--- src/rtl/fifo_rd_stream.sv ---
// fifo_rd_stream: drains a FIFO read port onto a valid/ready stream through a 2-entry buffer.
// Latency: rinc in cycle k -> word captured at edge k+2; 1 word/cycle sustained.
// Backpressure: buf_cnt + inflight <= 2 credit limit stops rinc while the consumer stalls.
// Optional: define FIFO_RD_CNT_EN to add the xfer_cnt/cnt_clr pop counter.
module fifo_rd_stream #(
    parameter int WIDTH     = 8,
    parameter int BUF_DEPTH = 2
) (
    input  logic             clk,
    input  logic             rstn,
    input  logic             rd_en,
    input  logic             rempty,
    input  logic [WIDTH-1:0] rdata,
    output logic             rinc,
    output logic [WIDTH-1:0] dout,
    output logic             dout_valid,
    input  logic             dout_ready,
`ifdef FIFO_RD_CNT_EN
    input  logic             cnt_clr,
    output logic [15:0]      xfer_cnt,
`endif
    output logic             busy
);

    generate
        if (BUF_DEPTH != 2) begin : g_bad_depth
            $error("fifo_rd_stream: BUF_DEPTH must be 2");
        end
    endgenerate

    logic [1:0]       buf_cnt;
    logic             inflight;
    logic             rd_ptr;
    logic             wr_ptr;
    logic [WIDTH-1:0] mem [0:1];
    logic             pop;
    logic [2:0]       credit_used;

    assign pop         = dout_valid & dout_ready;
    // A word leaving this cycle frees its slot in time for the read issued now.
    assign credit_used = {1'b0, buf_cnt} + {2'b00, inflight} - {2'b00, pop};
    assign rinc        = rstn & rd_en & ~rempty & (credit_used < 3'd2);

    assign dout       = mem[rd_ptr];
    assign dout_valid = (buf_cnt != 2'd0);
    assign busy       = dout_valid | inflight;

    always_ff @(posedge clk or negedge rstn) begin
        if (!rstn) begin
            inflight <= 1'b0;
            buf_cnt  <= 2'd0;
            rd_ptr   <= 1'b0;
            wr_ptr   <= 1'b0;
            mem[0]   <= '0;
            mem[1]   <= '0;
        end else begin
            inflight <= rinc;
            buf_cnt  <= buf_cnt + {1'b0, inflight} - {1'b0, pop};
            // rdata is the RAM's registered output for the rinc sampled one edge ago.
            if (inflight) begin
                mem[wr_ptr] <= rdata;
                wr_ptr      <= ~wr_ptr;
            end
            if (pop) begin
                rd_ptr <= ~rd_ptr;
            end
        end
    end

`ifdef FIFO_RD_CNT_EN
    always_ff @(posedge clk or negedge rstn) begin
        if (!rstn) begin
            xfer_cnt <= 16'd0;
        end else if (cnt_clr) begin
            xfer_cnt <= 16'd0;
        end else if (pop) begin
            xfer_cnt <= xfer_cnt + 16'd1;
        end
    end
`endif

endmodule

--- config.mk ---
export PLATFORM = sky130hd
export DESIGN_NAME = fifo_rd_stream
export DESIGN_NICKNAME = d
export VERILOG_FILES = /design/src/rtl/fifo_rd_stream.sv
export SDC_FILE = /design/constraint.sdc
export NUM_CORES = 1
export LEC_CHECK = 0
export ABC_AREA = 0
export ABC_CLOCK_PERIOD_IN_PS = 6900
export CORE_ASPECT_RATIO = 0.6
export CORE_MARGIN = 2
export CORE_UTILIZATION = 39
export CTS_CLUSTER_SIZE = 24
export DETAILED_ROUTE_END_ITERATION = 10
export PLACE_DENSITY = 0.65
export SYNTH_ARGS = -nofsm -noshare
export SYNTH_HDL_FRONTEND = slang
export SYNTH_SLANG_ARGS = --single-unit
--- constraint.sdc ---
create_clock -name clk -period 6.9 [get_ports clk]
set_input_delay 1.38 -clock clk [delete_from_list [all_inputs] [get_ports clk]]
set_output_delay 1.38 -clock clk [all_outputs]
set_load 0.02 [all_outputs]
## Yosys cells after proc, flatten, opt, wreduce, memory -nomap -nowiden

Index checks and enable logic that the tools add are counted.
Widths: inputs -> output; s select.

- Bits in registers: 21
- Input bits: 13
- Output and inout port bits: 11
- Word-level logic and storage cells: 32

- Add/sub/neg operators: 4
- $lt $le $gt $ge: 4
- Multiplexer cells: 6
- Bitwise operators: 10
- Reduce and logical (&&, ||, !) cells: 2

Operators with widths:

| operator | number |
|---|---|
| $mux 8 | 4 |
| $bwmux 16 | 1 |
| $demux 8 s1 | 1 |
| $and 1x1->1 | 4 |
| $ge 2x2->1 const B | 2 |
| $not 1->2 | 2 |
| $add 2x1->3 | 1 |
| $lt 3x2->1 const B | 1 |
| $not 1->1 | 3 |
| $sub 3x1->3 | 1 |
| $add 2x1->2 | 1 |
| $lt 2x1->1 const B | 1 |
| $reduce_bool 2->1 | 1 |
| $sub 2x1->2 | 1 |
| $logic_and 1x1->1 | 1 |
| $or 1x1->1 | 1 |

## Logic depth before layout (Yosys ltp)

Gate-level depths: netlist of run 1.

- Depth after elaboration: 6
- Mapped depth: 7
- Mapped depth without buffers: 7

## Worst setup path before layout of run 1

Ideal clock, no wire load.

- Path type: input to output
- Start: input port dout_ready
- End: output port rinc
- Arrival: 3.181 ns
- Data required time: 5.520 ns
- Setup slack: 2.339 ns
- Stages on the path: 6
- Path buffers: 0
- Cell sequence: o21a_1 -> ha_1 -> inv_1 -> ha_1 -> fa_1 -> nor4_1

- Word-level cells in the longest chain between the ends: 4

Ends and longest elaborated chain:

| element | RTL line | source |
|---|---|---|
| from (decl) | 17 | `input logic dout_ready,` |
| $and 1x1->1 | 39 | `assign pop = dout_valid & dout_ready;` |
| $sub 3x1->3 | 41 | `assign credit_used = {1'b0, buf_cnt} + {2'b00, inflight} - {2'b00, pop};` |
| named net credit_used[1] | 37 | `logic [2:0] credit_used;` |
| $lt 3x2->1 | 42 | `assign rinc = rstn & rd_en & ~rempty & (credit_used < 3'd2);` |
| $and 1x1->1 | 42 |  |
| to (decl) | 14 | `output logic rinc,` |

The timed path passes the listed nets, and every way through them passes these cells.

## Worst setup path in the final report of run 1

- Start: input port dout_ready
- End: output port rinc

- Word-level cells in the longest chain between the ends: 4

Ends and longest elaborated chain:

| element | RTL line | source |
|---|---|---|
| $and 1x1->1 | 39 |  |
| named net pop | 36 | `logic pop;` |
| $sub 3x1->3 | 41 |  |
| named net credit_used[1] | 37 |  |
| $lt 3x2->1 | 42 |  |
| $and 1x1->1 | 42 |  |

The timed path passes the listed nets, and every way through them passes these cells.

==> summary.txt, run 1 <==
outcome = finished, final reports clean
TritonCTS buffer count = 3
Detailed Place HPWL = 1.214 mm
fin crit share = 76.75%
Worst-path clk slew = 0.07 ns
Leak Pwr = 0.5581 nW
vias per inst = 4.746
Max clock buf depth = 2
CTS H-Tree Depth = 1
share of Yosys cell area claimed by the top area cell type = 53.16%
total track usage = 13.98%
Residual DRC = 0
placed standard-cell area = 1241 um2
Hold Path Class = flip-flop to flip-flop
CP peak stage delay = 0.68 ns
Final Skew = 0.003549 ns
chip height = 43.00 um
top post-synthesis cells by area = dfrtp_1 (53%), mux2_2 (18%), mux2_4 (12%)
TritonCTS clock tree = yes
min Tclk post-route = 5.296 ns
worst endpoint required time = 5.52 ns
Max Slew Vio Count = 0
slew margin rel. = 70.21%
Non-Filler Cell Area, Final = 1286 um2
Worst EP arrival = 3.92 ns
cells after synthesis = 64
Total Routed Length = 1.668 mm
critical path, cell by cell = clkdlybuf4s50_1 -> o21a_1 -> ha_1 -> inv_1 -> ha_1 -> fa_1 -> nor4_1 -> clkdlybuf4s50_1
Hold WS = 0.5030 ns
grt total ovfl = 0
Final Hold Fails = 0
crit start category = input pin
# rows = 14
DR iter-0 viols = 9
vias post-DR = 579
ANT nets after route = 0
ys flop type = dfrtp_1
flops & latches, synth = 21
mean post-synth cell area = 15.44 um2
WHS Path Cells = 1
Setup crit end kind = output pin
max frequency = 0.1888 GHz
post-cts resize count = 0
most frequent cell after synthesis = dfrtp_1
register area = 525.5 um2
Register-to-Register Path Depth = 6
RSZ-0062 raised after global routing = no
Routed WL per cell = 13.67 um
clock sink count = 21
syn_nets = 80
nets@finish = 107
Horiz. Die Dim = 69.00 um
Setup CP Type = input pin to output pin
filler instances = 215
Worst-Margin Slew = 0.4469 ns
layout cells sized above 1 = 35.56%
drt pass-1 iters = 2
core area = 2452 um2
Max-cap violations = 0
Hold Buf Count CTS = 0
Cell Area, Synth = 988.4 um2
pwr/cell area = 480.3 nW/um2
EDFF count, synth = 0
vias in the first global route = 655
global-route wire length before repair = 2.939 mm
largest net degree at the start of global routing = 23
# setup viols final = 0
initial core utilization = 40.31%
Root Driver = clkbuf_8
initial antenna violation count = 0
highest-delay cell along the critical path = clkdlybuf4s50_1
synth cell count leaders = dfrtp_1 (21), mux2_2 (16), mux2_4 (8)
Netlist cell types = 17
Setup Fix Bufs, Post-CTS = 0
final setup TNS = 0 ns
synth warn = 0
clock latency on the worst-skew pair = 0.26 ns
area grow syn2layout = 30.13%
Async SR Flop Fraction = 100.0%
# IOs = 24
sequential area share after synthesis = 53.16%
antenna cell count = 0
area leader, netlist = dfrtp_1
footprint of the multi-input gates = 422.9 um2
Final GP Congestion = 0.6401
die area = 2966 um2
CP Max Fanout = 2
Worst VDD drop = 192.3 uV
IO buf count = 23
-- cells in the final DEF (no fill, tap or decap), drive strengths merged, types with 2 or more instances in the layout --
master          n
nand2           2
xor2            2
clkdlybuf4s50  23
inv             4
dfrtp          21
ha              2
mux2           24
clkbuf          4
-- through the flow --
stage	power, mW	setup WS, ns	instances	utilization [%]
5_1_grt	0.6604	1.399	122	52.45
6_report	0.6177	1.604	122	52.45
3_5_place_dp	0.5437	1.632	118	50.61
3_3_place_gp	0.5396	1.690	118	50.61
4_1_cts	0.6263	1.612	122	52.45
2_1_floorplan	0.4272	2.339	64	-
-- worst max-delay path, delay by kind of cell --
kind | cells | cell delay (ns)
and+or+nand+nor | 1 | 0.37
buffers and inverters | 3 | 1.19
AOI/OAI and AO/OA | 1 | 0.16
adders and majority gates | 3 | 0.81
-- worst paths after layout --
check | start | to | slack, ns
worst min register to register | mem[3] | mem[3] | 0.50
min in group asynchronous | rstn | buf_cnt[0] | 1.46
worst max-delay path | dout_ready | rinc | 1.60
max in group asynchronous | rstn | mem[11] | 5.22
worst max register to register | buf_cnt[1] | inflight | 4.79
worst min-delay path | mem[3] | mem[3] | 0.50
-- cell families after synthesis --
kind of cell               count (synthesis)  synth area share, %
adders and majority gates                  3                4.557
xor gates and xnor gates                   3                2.659
and+or+nand+nor                            6                4.431
AOI/OAI and AO/OA                          1               0.7598
DFF                                       21                53.16
muxes                                     24                30.38
buffers and inverters                      6                4.050
-- final cells by class --
cell class | instances | area share [%]
clock buffers | 4 | 3.502
inverters | 4 | 1.167
multi-input cells | 37 | 32.88
flip-flops and latches | 21 | 40.86
well taps | 32 | 3.113
repair buffers | 24 | 18.48
-- sequential cells by signal (all words and copies together), names as in the netlist --
register	cells
inflight	1
buf_cnt	2
wr_ptr	1
mem	16
rd_ptr	1
-- metal layers --
layer  track usage, %  up-vias  share of wire, %
li1                 -      270                 -
met1            17.86      296                50
met2            22.12       13                46
met3            5.570        0               4.4
met4            3.529        0                 0
met5                0        -                 0
-- where the power goes --
part           switching (mW)  total [mW]  internal (mW)
sequential             0.0494       0.234          0.184
clock                  0.0378      0.0789         0.0411
combinational           0.119       0.305          0.186
total                   0.206       0.618          0.412
Note: power is estimated with default switching activity, not from simulation.
==> run 2, diff against run 1 <==
--- a/config.mk
+++ b/config.mk
@@ -6,7 +6,7 @@
 export NUM_CORES = 1
 export LEC_CHECK = 0
 export ABC_AREA = 0
-export ABC_CLOCK_PERIOD_IN_PS = 6900
+export ABC_CLOCK_PERIOD_IN_PS = 5200
 export CORE_ASPECT_RATIO = 0.6
 export CORE_MARGIN = 2
 export CORE_UTILIZATION = 39
==> constraint.sdc (replaced) <==
create_clock -name clk -period 5.2 [get_ports clk]
set_input_delay 1.04 -clock clk [delete_from_list [all_inputs] [get_ports clk]]
set_output_delay 1.04 -clock clk [all_outputs]
set_load 0.02 [all_outputs]
==> results of run 2 <==
Same layout as run 1 (identical final DEF). Status: finished, final reports clean.
Among the figures that moved: final weighted congestion in routability-driven placement 0.6401 -> 0.6402; setup slack after placement 1.632 ns -> 0.6124 ns; setup slack after layout 1.604 ns -> 0.5840 ns; register-to-register setup slack 4.79 ns -> 3.09 ns; total power 0.6177 mW -> 0.8197 mW; worst IR drop on VDD 192.3 uV -> 255.2 uV
==> run 3, diff against run 2 <==
--- a/config.mk
+++ b/config.mk
@@ -6,13 +6,13 @@
 export NUM_CORES = 1
 export LEC_CHECK = 0
 export ABC_AREA = 0
-export ABC_CLOCK_PERIOD_IN_PS = 5200
+export ABC_CLOCK_PERIOD_IN_PS = 4100
 export CORE_ASPECT_RATIO = 0.6
 export CORE_MARGIN = 2
 export CORE_UTILIZATION = 39
 export CTS_CLUSTER_SIZE = 24
 export DETAILED_ROUTE_END_ITERATION = 10
-export PLACE_DENSITY = 0.65
+export PLACE_DENSITY = 0.68
 export SYNTH_ARGS = -nofsm -noshare
 export SYNTH_HDL_FRONTEND = slang
 export SYNTH_SLANG_ARGS = --single-unit
==> constraint.sdc (replaced) <==
create_clock -name clk -period 4.1 [get_ports clk]
set_input_delay 0.82 -clock clk [delete_from_list [all_inputs] [get_ports clk]]
set_output_delay 0.82 -clock clk [all_outputs]
set_load 0.02 [all_outputs]
==> summary.txt, run 3 (synthesis results as in run 1) <==
outcome = finished, final reports clean (unchanged)
IO buf count = 23 (unchanged)
Hold Path Class = flip-flop to flip-flop (unchanged)
TritonCTS clock tree = yes (unchanged)
Max-cap violations = 0 (unchanged)
most used cell, CP = ha_1
Logic pwr share = 50.2% (was 49.4%)
Max clock buf depth = 2 (unchanged)
Setup CP Type = input pin to output pin (unchanged)
CP Max Fanout = 2 (unchanged)
Final GP Congestion = 0.7486 (was 0.6402)
Detailed Place HPWL = 1.218 mm (was 1.214 mm)
clock sink count = 21 (unchanged)
vias in the first global route = 658 (was 655)
antenna cell count = 0 (unchanged)
critical path, cell by cell = clkdlybuf4s50_1 -> o21a_1 -> ha_1 -> inv_1 -> ha_1 -> fa_1 -> nor4_1 -> dlygate4sd2_1 (was clkdlybuf4s50_1 -> o21a_1 -> ha_1 -> inv_1 -> ha_1 -> fa_1 -> nor4_1 -> clkdlybuf4s50_1)
layout cells sized above 1 = 36.96% (was 35.56%)
RSZ-0062 raised after global routing = no (unchanged)
clock network power share = 12.5% (was 12.8%)
Setup crit end kind = output pin (unchanged)
filler instances = 212 (was 215)
Sequential Power Share = 37.3% (was 37.9%)
core area = 2452 um2 (unchanged)
highest-delay cell along the critical path = clkdlybuf4s50_1 (unchanged)
Worst VDD drop = 388.7 uV (was 255.2 uV)
nets@finish = 109 (was 107)
drt pass-1 iters = 2 (unchanged)
switching fraction of total power = 33.22% (was 33.32%)
Final Core Density = 53.01% (was 52.45%)
clock latency on the worst-skew pair = 0.25 ns (was 0.26 ns)
most common cell after layout, fill and taps aside = clkdlybuf4s50_1 (unchanged)
CTS H-Tree Depth = 1 (unchanged)
most flop-heavy register = mem (unchanged)
Worst EP arrival = 3.05 ns (was 3.58 ns)
total design power = 1.043 mW (was 0.8197 mW)
dpl cells = 120 (was 118)
TritonCTS buffer count = 3 (unchanged)
global-route wire length before repair = 3.029 mm (was 2.939 mm)
largest net degree at the start of global routing = 22 (was 23)
Final Skew = 0.002508 ns (was 0.003549 ns)
Worst-Margin Slew = 0.4301 ns (was 0.4469 ns)
min Tclk post-route = 3.868 ns
Total Routed Length = 1.679 mm (was 1.668 mm)
final setup TNS = 0 ns (unchanged)
die area = 2966 um2 (unchanged)
fin crit share = 94.34%
switching power = 0.3463 mW (was 0.2732 mW)
number of flip-flops in the largest register = 16 (unchanged)
Routed WL per cell = 13.54 um (was 13.67 um)
Max Slew Vio Count = 0 (unchanged)
Final Hold Fails = 0 (unchanged)
initial core utilization = 40.31% (unchanged)
P_int = 0.6962 mW (was 0.5465 mW)
# rows = 14 (unchanged)
# IOs = 24 (unchanged)
total track usage = 14.45% (was 13.98%)
fin worst setup slack = 0.2322 ns (was 0.5840 ns)
Post-Layout Cell Count = 124 (was 122)
worst endpoint required time = 3.28 ns (was 4.16 ns)
vias post-DR = 584 (was 579)
Residual DRC = 0 (unchanged)
Crit path buffers/inverters = 3 (unchanged)
Worst-path clk slew = 0.07 ns (about the same)
crit start category = input pin (unchanged)
CP peak stage delay = 0.45 ns (was 0.68 ns)
family with the most delay on the worst path = buffers and inverters (unchanged)
Setup Fix Bufs, Post-CTS = 0 (unchanged)
slew margin rel. = 71.33% (was 70.21%)
DR iter-0 viols = 20 (was 9)
area grow syn2layout = 31.52% (was 30.13%)
Largest regs = mem (16), buf_cnt (2) (unchanged)
ANT nets after route = 0 (unchanged)
max frequency = 0.2585 GHz
vias per inst = 4.710 (was 4.746)
initial antenna violation count = 0 (unchanged)
Leak Pwr = 0.5731 nW (was 0.5581 nW)
# setup viols final = 0 (unchanged)
grt total ovfl = 0 (unchanged)
most frequent cells in the layout = clkdlybuf4s50_1 (22), dfrtp_1 (21), mux2_2 (16) (was clkdlybuf4s50_1 (23), dfrtp_1 (21), mux2_2 (16))
post-place setup slack = -0.08426 ns (was 0.6124 ns)
Horiz. Die Dim = 69.00 um (unchanged)
chip height = 43.00 um (unchanged)
Root Driver = clkbuf_8 (unchanged)
pwr/cell area = 802.0 nW/um2 (was 637.3 nW/um2)
## run 3: cell count changes in the layout (fill, tap and decap cells not counted), sizes merged
cell / previous run / this run
clkdlybuf4s50: 23 / 22
buf: 1 / 3
dlygate4sd2: 0 / 1
## run 3: metrics by stage
stage	hold slack, ns	area (um2)
final	0.5031	1300
after global routing	0.5259	1300
after CTS	0.5058	1300
after detailed placement	0.4897	1256
after global placement	0.4830	1256
after floorplan	0.4736	988.4
## run 3: repair_timing
action,in CTS,in global routing
hold buffers,0,0
resized for setup,1,0
endpoints found under the hold margin,0,0
setup endpoints to repair,1,0
## run 3: worst reg2reg max path, cell delays in order (launching register included)
cell and delay [ns]:
dfrtp_1 0.42, o21a_1 0.22, ha_1 0.27, inv_1 0.04, ha_1 0.19, fa_1 0.45
nor4_1 0.37, buf_4 0.17
## run 3: area by class of cell
class | count | area, um2 | area share, %
flip-flops and latches | 21 | 525.5 | 40.42
multi-input cells | 37 | 422.9 | 32.53
repair buffers | 26 | 251.5 | 19.35
clock buffers | 4 | 45.04 | 3.465
well taps | 32 | 40.04 | 3.080
inverters | 4 | 15.01 | 1.155
## run 3: routing by layer
layer  track usage, %  vias to the layer above  routed length (um)
met5                0                        -                   0
met4            2.353                        0                   7
met3            6.366                        2                 115
met2            21.73                       18                 726
met1            19.62                      287                 830
li1                 -                      277                   -
## run 3: power groups by stage
stage	logic (mW)	clock network (mW)	registers, mW
2_1_floorplan	0.362	0	0.357
5_1_grt	0.570	0.144	0.408
3_3_place_gp	0.521	0	0.388
3_5_place_dp	0.529	0	0.394
6_report	0.523	0.131	0.388
4_1_cts	0.531	0.136	0.391
## run 3: final timing paths
kind	to	cells past startpoint	slack, ns	start
max in group asynchronous	mem[13]	2	2.93	rstn
worst max-delay path	rinc	8	0.23	dout_ready
worst max register to register	inflight	7	1.91	buf_cnt[1]
worst min register to register	mem[6]	1	0.50	mem[6]
min in group asynchronous	buf_cnt[1]	2	0.95	rstn
worst min-delay path	mem[6]	1	0.50	mem[6]
